**config.mk**
```make
export PLATFORM = sky130hd
export DESIGN_NAME = reg_write_demux_flat
export DESIGN_NICKNAME = d
export VERILOG_FILES = /design/src/rtl/reg_write_demux_if.sv /design/src/rtl/reg_write_demux.sv /design/src/flat_wrapper.sv
export SDC_FILE = /design/constraint.sdc
export NUM_CORES = 2
export LEC_CHECK = 0
export BUFFER_PORTS_ARGS = -buffer_cell sky130_fd_sc_hd__buf_4
export CAP_MARGIN = 10
export CORE_AREA = 5 5 410 412
export CTS_BUF_LIST = sky130_fd_sc_hd__clkbuf_4 sky130_fd_sc_hd__clkbuf_8
export DETAILED_ROUTE_END_ITERATION = 10
export DIE_AREA = 0 0 415 417
export SYNTH_ARGS = -nofsm -noshare
export SYNTH_HDL_FRONTEND = slang
export SYNTH_SLANG_ARGS = --single-unit
```
**constraint.sdc**
```tcl
create_clock -name clk -period 43.6 [get_ports clk]
set_clock_uncertainty 0.15 [all_clocks]
set_input_delay 6.54 -clock clk [delete_from_list [all_inputs] [get_ports clk]]
set_output_delay 6.54 -clock clk [all_outputs]
set_load 0.01 [all_outputs]
```
**src/rtl/reg_write_demux_if.sv**
```systemverilog
// Write-request channel for reg_write_demux: valid/ready handshake carrying a
// target register index and the value to store.
//   valid : request present (master -> slave)
//   ready : slave can take the request this edge (slave -> master)
//   addr  : target register index
//   data  : value to write
interface reg_write_demux_if #(
  parameter int unsigned ADDR_W = 5,
  parameter int unsigned DATA_W = 32
);
  logic              valid;
  logic              ready;
  logic [ADDR_W-1:0] addr;
  logic [DATA_W-1:0] data;

  modport master (output valid, output addr, output data, input ready);
  modport slave  (input valid, input addr, input data, output ready);
endinterface

```
**src/rtl/reg_write_demux.sv**
```systemverilog
// Write side of the register file. Write requests arrive on a valid/ready channel,
// are buffered in a small FIFO, and the head entry is committed to one register via a
// one-hot decode whenever commit_en allows. The flat q vector feeds the read muxes.
//
// Ports:
//   clk          : clock, all state updates on the rising edge
//   rst          : asynchronous reset, active-high
//   wr           : write-request channel (slave side: valid/ready/addr/data)
//   commit_en    : allow the head-of-FIFO entry to commit this cycle
//   q            : register contents, reg i at q[i*DATA_W +: DATA_W]
//   wr_done      : one-cycle pulse, a write committed on the last edge
//   wr_done_addr : address of the write flagged by wr_done
//   wr_err       : one-cycle pulse, head entry dropped because addr >= NUM_REGS
//   busy         : FIFO non-empty
//
// Build option: define REGWR_R0_ZERO_EN to hardwire register 0 to zero. Commits to
// address 0 still pop the entry and pulse wr_done.
module reg_write_demux #(
  parameter int unsigned DATA_W     = 32,
  parameter int unsigned ADDR_W     = 5,
  parameter int unsigned NUM_REGS   = 32,
  parameter int unsigned FIFO_DEPTH = 2
) (
  input  logic                       clk,
  input  logic                       rst,
  reg_write_demux_if.slave           wr,
  input  logic                       commit_en,
  output logic [NUM_REGS*DATA_W-1:0] q,
  output logic                       wr_done,
  output logic [ADDR_W-1:0]          wr_done_addr,
  output logic                       wr_err,
  output logic                       busy
);

  localparam int unsigned PtrW = (FIFO_DEPTH > 1) ? $clog2(FIFO_DEPTH) : 1;
  localparam int unsigned CntW = $clog2(FIFO_DEPTH + 1);

  logic [ADDR_W-1:0] addr_mem [FIFO_DEPTH];
  logic [DATA_W-1:0] data_mem [FIFO_DEPTH];

  logic [PtrW-1:0]   wr_ptr_q, rd_ptr_q;
  logic [CntW-1:0]   count_q, count_d;
  logic              push, pop;
  logic [ADDR_W-1:0] head_addr;
  logic [DATA_W-1:0] head_data;
  logic              head_ok;
  logic [NUM_REGS-1:0] we;
  logic [DATA_W-1:0] regs_q [NUM_REGS];
  logic              wr_done_q, wr_err_q;
  logic [ADDR_W-1:0] wr_done_addr_q;

  // Ready depends only on registered occupancy, so a full FIFO that pops this cycle
  // still refuses the incoming request until the next cycle.
  assign wr.ready  = ~rst & (count_q != CntW'(FIFO_DEPTH));
  assign push      = wr.valid & wr.ready;
  assign pop       = commit_en & (count_q != '0);
  assign head_addr = addr_mem[rd_ptr_q];
  assign head_data = data_mem[rd_ptr_q];
  assign head_ok   = 32'(head_addr) < NUM_REGS;

  always_comb begin
    count_d = count_q;
    unique case ({push, pop})
      2'b10:   count_d = count_q + CntW'(1);
      2'b01:   count_d = count_q - CntW'(1);
      default: count_d = count_q;
    endcase
  end

  // One-hot write enable from the head address; out-of-range heads enable nothing.
  always_comb begin
    we = '0;
    for (int unsigned i = 0; i < NUM_REGS; i++) begin
      we[i] = pop & head_ok & (32'(head_addr) == i);
    end
`ifdef REGWR_R0_ZERO_EN
    we[0] = 1'b0;
`endif
  end

  // Storage slots need no reset: count gates every read.
  always_ff @(posedge clk) begin
    if (push) begin
      addr_mem[wr_ptr_q] <= wr.addr;
      data_mem[wr_ptr_q] <= wr.data;
    end
  end

  always_ff @(posedge clk or posedge rst) begin
    if (rst) begin
      wr_ptr_q       <= '0;
      rd_ptr_q       <= '0;
      count_q        <= '0;
      wr_done_q      <= 1'b0;
      wr_err_q       <= 1'b0;
      wr_done_addr_q <= '0;
    end else begin
      count_q   <= count_d;
      wr_done_q <= pop & head_ok;
      wr_err_q  <= pop & ~head_ok;
      // Power-of-two depth lets the pointers wrap by natural overflow.
      if (push) wr_ptr_q <= wr_ptr_q + PtrW'(1);
      if (pop)  rd_ptr_q <= rd_ptr_q + PtrW'(1);
      if (pop & head_ok) wr_done_addr_q <= head_addr;
    end
  end

  always_ff @(posedge clk or posedge rst) begin
    if (rst) begin
      for (int unsigned i = 0; i < NUM_REGS; i++) regs_q[i] <= '0;
    end else begin
      for (int unsigned i = 0; i < NUM_REGS; i++) begin
        if (we[i]) regs_q[i] <= head_data;
      end
    end
  end

  for (genvar g = 0; g < NUM_REGS; g++) begin : g_q
    assign q[g*DATA_W +: DATA_W] = regs_q[g];
  end

  assign wr_done      = wr_done_q;
  assign wr_done_addr = wr_done_addr_q;
  assign wr_err       = wr_err_q;
  assign busy         = count_q != '0;

endmodule
```
**src/flat_wrapper.sv**
```systemverilog
// flat-port wrapper written by rule: the top's interface ports become plain ports
module reg_write_demux_flat 
#(
  parameter int unsigned DATA_W     = 32,
  parameter int unsigned ADDR_W     = 5,
  parameter int unsigned NUM_REGS   = 32,
  parameter int unsigned FIFO_DEPTH = 2
)
  (clk, rst, commit_en, q, wr_done, wr_done_addr, wr_err, busy, wr_valid, wr_addr, wr_data, wr_ready);
  reg_write_demux_if #(.ADDR_W(ADDR_W), .DATA_W(DATA_W)) wr_i ();
  input  logic clk;
  input  logic rst;
  input  logic commit_en;
  output logic [NUM_REGS*DATA_W-1:0] q;
  output logic wr_done;
  output logic [ADDR_W-1:0] wr_done_addr;
  output logic wr_err;
  output logic busy;
  input wire logic [$bits(wr_i.valid)-1:0] wr_valid;
  input wire logic [$bits(wr_i.addr)-1:0] wr_addr;
  input wire logic [$bits(wr_i.data)-1:0] wr_data;
  output wire logic [$bits(wr_i.ready)-1:0] wr_ready;
  assign wr_i.valid = wr_valid;
  assign wr_i.addr = wr_addr;
  assign wr_i.data = wr_data;
  assign wr_ready = wr_i.ready;
  reg_write_demux #(.DATA_W(DATA_W), .ADDR_W(ADDR_W), .NUM_REGS(NUM_REGS), .FIFO_DEPTH(FIFO_DEPTH)) u_core (.clk(clk), .rst(rst), .wr(wr_i), .commit_en(commit_en), .q(q), .wr_done(wr_done), .wr_done_addr(wr_done_addr), .wr_err(wr_err), .busy(busy));
endmodule
```
# Word level (Yosys, flattened, before mapping)
# Memory sizes are Yosys's and may differ from the RTL's.
# Cells that the tools add are included.
# op_classes
n_reduce_logical,3
bitwise_logic,36
mux,3
eq_ne,34
add_sub_neg,4
# ops
cell,n
"equality test 5 bit, second input constant",16
"equality test 5 x 4 -> 1 bit, second input constant",8
AND 1 bit,35
"equality test 5 x 3 -> 1 bit, second input constant",4
"equality test 5 x 2 -> 1 bit, second input constant",2
"equality test 5 x 1 -> 1 bit, second input constant",1
logical NOT 5 bit,1
case mux 2 bit (2 select lines),1
nonzero test 2 bit,2
"adder 1 bit, second input constant",2
"adder 2 x 1 -> 2 bit, second input constant",1
"equality test 2 x 1 -> 1 bit, second input constant",1
"equality test 2 bit, second input constant",1
2-to-1 mux 1 bit,2
"inequality test 2 bit, second input constant",1
"subtractor 2 x 1 -> 2 bit, second input constant",1
NOT 1 bit,1
# totals
out_inout_bits,1033
word_cells,119
n_memories,2
register_bits,1034
in_bits,41
ram_bits,74
# mem_list
name,depth,width,read_ports,rd_ports_with_merged_regs,wr,line_no,source
u_core.data_mem,2,32,1,0,1,reg_write_demux.sv:39,logic [DATA_W-1:0] data_mem [FIFO_DEPTH];
u_core.addr_mem,2,5,1,0,1,reg_write_demux.sv:38,logic [ADDR_W-1:0] addr_mem [FIFO_DEPTH];

# Logic depth before layout (Yosys ltp)
# logic_depth
ltp_word,5
depth_mapped,8
ltp_nobuf,7

# Least setup slack after synthesis
# No wires, ideal clock.
# synth_path
path_kind,input-to-output
from,input rst
to,output wr_ready
required_ns,36.910
path_slack_ns,30.114
arrival_time_ns,6.796
stages,1
path_buffers,0
cell_sequence,a21oi_1
# synth_between
elab_chain_cells,2
# synth_lines
element,line_no,source
"start, declared",flat_wrapper.sv:12,input logic rst;
NOT 1 bit,reg_write_demux.sv:54,assign wr.ready = ~rst & (count_q != CntW'(FIFO_DEPTH));
AND 1 bit,reg_write_demux.sv:54,
"end, declared",flat_wrapper.sv:22,output wire logic [$bits(wr_i.ready)-1:0] wr_ready;
# Every way passes these cells.

# Final worst setup path
# Same ends and word-level chain as after synthesis.

==> flow_summary.ini <==
[route]
wl_per_cell_um = 26.88
drt-pass1-iter-count = 5
wl_um = 159400
final_antenna_net_count = 0
vias_per_cell = 4.434
drc = 0
vias = 26290
drt_iter0_markers = 1506

[critical_path]
cp-start-kind = input port
crit_type = in -> out
critPathLaunch = rst
r2r_slack_ps = 39930
cp.required_ps = 36910
rr_endpoint = u_core.q[291]
r2r_start = u_core.count_q[0]
cp-endpoint = wr_ready
end_kind = output port
worst-r2r-cell-count = 6
worstPathMaxFanout = 3
crit_arrival_ps = 7090

[synthesis]
ys_seq_area_share_pct = 67.60
avgSynthCellArea_um2 = 16.87
yosys_warnings = 0
synth.distinct_cells = 45
synth_top_flop_cell = dfrtp_1
synth-seq-cells = 1108
synthTopCellsByArea = dfrtp_1, mux2_2, edfxtp_1, mux2_1, buf_2
synth_edf_count = 74
yosysTopAreaCellShare_pct = 62.25
synth_area_leader_cell = dfrtp_1
synthArstFlopShare_pct = 93.32
synth_area_um2 = 41570
syn-num-nets = 2506
netlist_instances = 2464

[floorplanning]
die_x_um = 415
die_h_um = 417
start_util_pct = 25.34
die_area_um2 = 173100
num_io_pins = 1074
core_um2 = 164100
rows = 149

[hold_path]
hp-class = reg -> reg
whs_path_depth = 1

[clock_tree]
cts.sinks = 1108
cts_resized = 0
path_clk_slew_ps = 60
cts_buffer_depth = 3
cts-buffers-inserted = 186
h-tree-depth = 4
post_cts_buffers = 0
cts-hold-fix-buffers = 0
clkLatencyLatePin_ps = 910
root_buffer = clkbuf_8
cts_tree = done

[global_routing]
antenna_found_initial = 35
overflow = 0
grt_pass1_wl_um = 217900
grt_use_total_pct = 17.79
grt_pass1_vias = 27380
grt_max_degree = 126

[placed_design]
hpwlAfterDp_um = 107500
gp_congestion = 0.7572
numPortBuffers = 1072

[layout]
area_growth_pct = 35.04
fin_util_pct = 34.22
fill_cells = 16160
nets = 3627
layout-drive-gt1-share_pct = 67.38

[timing]
fin_crit_ps = 13780
rsz0062_at_grt = false
hold_viol = 0
slew_violations = 0
setup_violations = 0
fin_tns_setup_ps = 0
hold-worst-slack_ps = 335.1
period_share_pct = 31.60
slew_headroom_pct = 22.99
worst_pin_slew_ps = 1155
fmax_ghz = 0.07259

[run]
drv_cap = 0

[power]
p_leak_nw = 27.87
power_density_nw_per_um2 = 78.35
peakVddDrop_uv = 35.72

[run_status]
status = complete, no violations
[layout by cell type (no fill, tap or decap), types with 4 or more instances in the layout]
| cell type | count |
|---|---|
| diode_2 | 22 |
| xnor2_1 | 4 |
| edfxtp_1 | 74 |
| nor2b_4 | 4 |
| inv_1 | 4 |
| nor2_4 | 7 |
| nand2_1 | 8 |
| nand2_2 | 10 |
| inv_6 | 4 |
| bufinv_16 | 5 |
| nor2_1 | 5 |
| clkbuf_4 | 70 |
| nand3b_1 | 4 |
| dfrtp_1 | 1033 |
| nor3_4 | 6 |
| buf_4 | 1136 |
| clkinv_2 | 5 |
| mux2_2 | 1002 |
| clkbuf_8 | 229 |
| mux2_1 | 55 |
| clkinvlp_4 | 6 |
[Yosys cell counts (2+ instances only)]
cell and n:
o211ai_1 2, or3b_1 2, edfxtp_1 74, buf_1 7
mux2i_1 3, o21ai_0 3, clkbuf_1 99, inv_1 5
xnor2_1 4, dfrtp_1 1034, nor2b_1 5, and2_1 2
buf_4 15, nand2_1 17, mux2_2 1002, a211oi_2 3
buf_6 3, nor3_4 3, mux2_1 55, nor2_1 12
nand2b_1 2, buf_2 79, nor3_2 3, nand3_1 6
nand3b_1 4
[worst min path at each step]
stage | from | end | slack, ps
2_1_floorplan | u_core.wr_ptr_q | u_core.wr_ptr_q | 310
3_3_place_gp | u_core.q[905] | u_core.q[905] | 320
3_5_place_dp | u_core.q[299] | u_core.q[299] | 330
4_1_cts | u_core.q[912] | u_core.q[912] | 340
5_1_grt | u_core.q[5] | u_core.q[5] | 350
6_report | u_core.q[287] | u_core.q[287] | 340
[sequential cells by signal, summed over array words and instances (netlist names)]
name / flops
u_core.wr_done_addr: 5
u_core.data_mem: 64
u_core.count_q: 2
u_core.addr_mem: 10
u_core.wr_ptr_q: 1
u_core.rd_ptr_q: 1
u_core.q: 1024
u_core.wr_done: 1
[kinds of logic after synthesis]
logic type,after synthesis,share of synthesized area (%)
buffers and inverters,209,2.318
multiplexers,1061,28.74
XOR/XNOR,5,0.1054
other,1,0.009022
adder cells (fa/ha/maj),1,0.03010
AND/OR/NAND/NOR,62,0.8639
AO/OA/AOI/OAI,17,0.3371
flip-flops,1108,67.60
[final cells by class]
class                           count  area [µm²]  share of cell area (%)
Inverter                            5       26.28                 0.04681
Timing Repair Buffer             1137        8556                   15.24
Clock buffer                      299        3677                   6.551
Sequential cell                  1108       28100                   50.06
Clock inverter                     23       304.0                  0.5416
Antenna cell                       22       55.05                 0.09808
Tap cell                         2189        2739                   4.879
Multi-Input combinational cell   1147       12680                   22.58
[layer usage]
metal  routed length, µm  vias up  global-route usage (%)
li1                    -    10990                       -
met1               59860    14040                   19.95
met2               82020      967                   30.92
met3               11400      290                   5.734
met4                6136        2                   7.983
met5                  13        -                       0
[report_power, final]
group | internal, mW | total [mW] | switching, mW
clock network | 0.561 | 0.991 | 0.430
logic | 0.844 | 1.71 | 0.868
registers | 1.46 | 1.69 | 0.230
total | 2.87 | 4.40 | 1.53
[critical path: stages]
cell	delay [ps]
buf_4	140
a21oi_1	230
buf_4	180
[per-stage QoR]
stage | power [mW] | setup WS (ps) | instance area, µm² | instances
after floorplan | 2.389 | 7810 | 41570 | 2464
after global placement | 3.416 | 29830 | 52070 | 5585
after CTS | 4.463 | 29840 | 56050 | 5907
after detailed placement | 3.452 | 29840 | 52070 | 5585
after global routing | 4.612 | 29820 | 56120 | 5924
final | 4.398 | 29820 | 56130 | 5930
No activity file was read; power rests on OpenSTA's default activity.
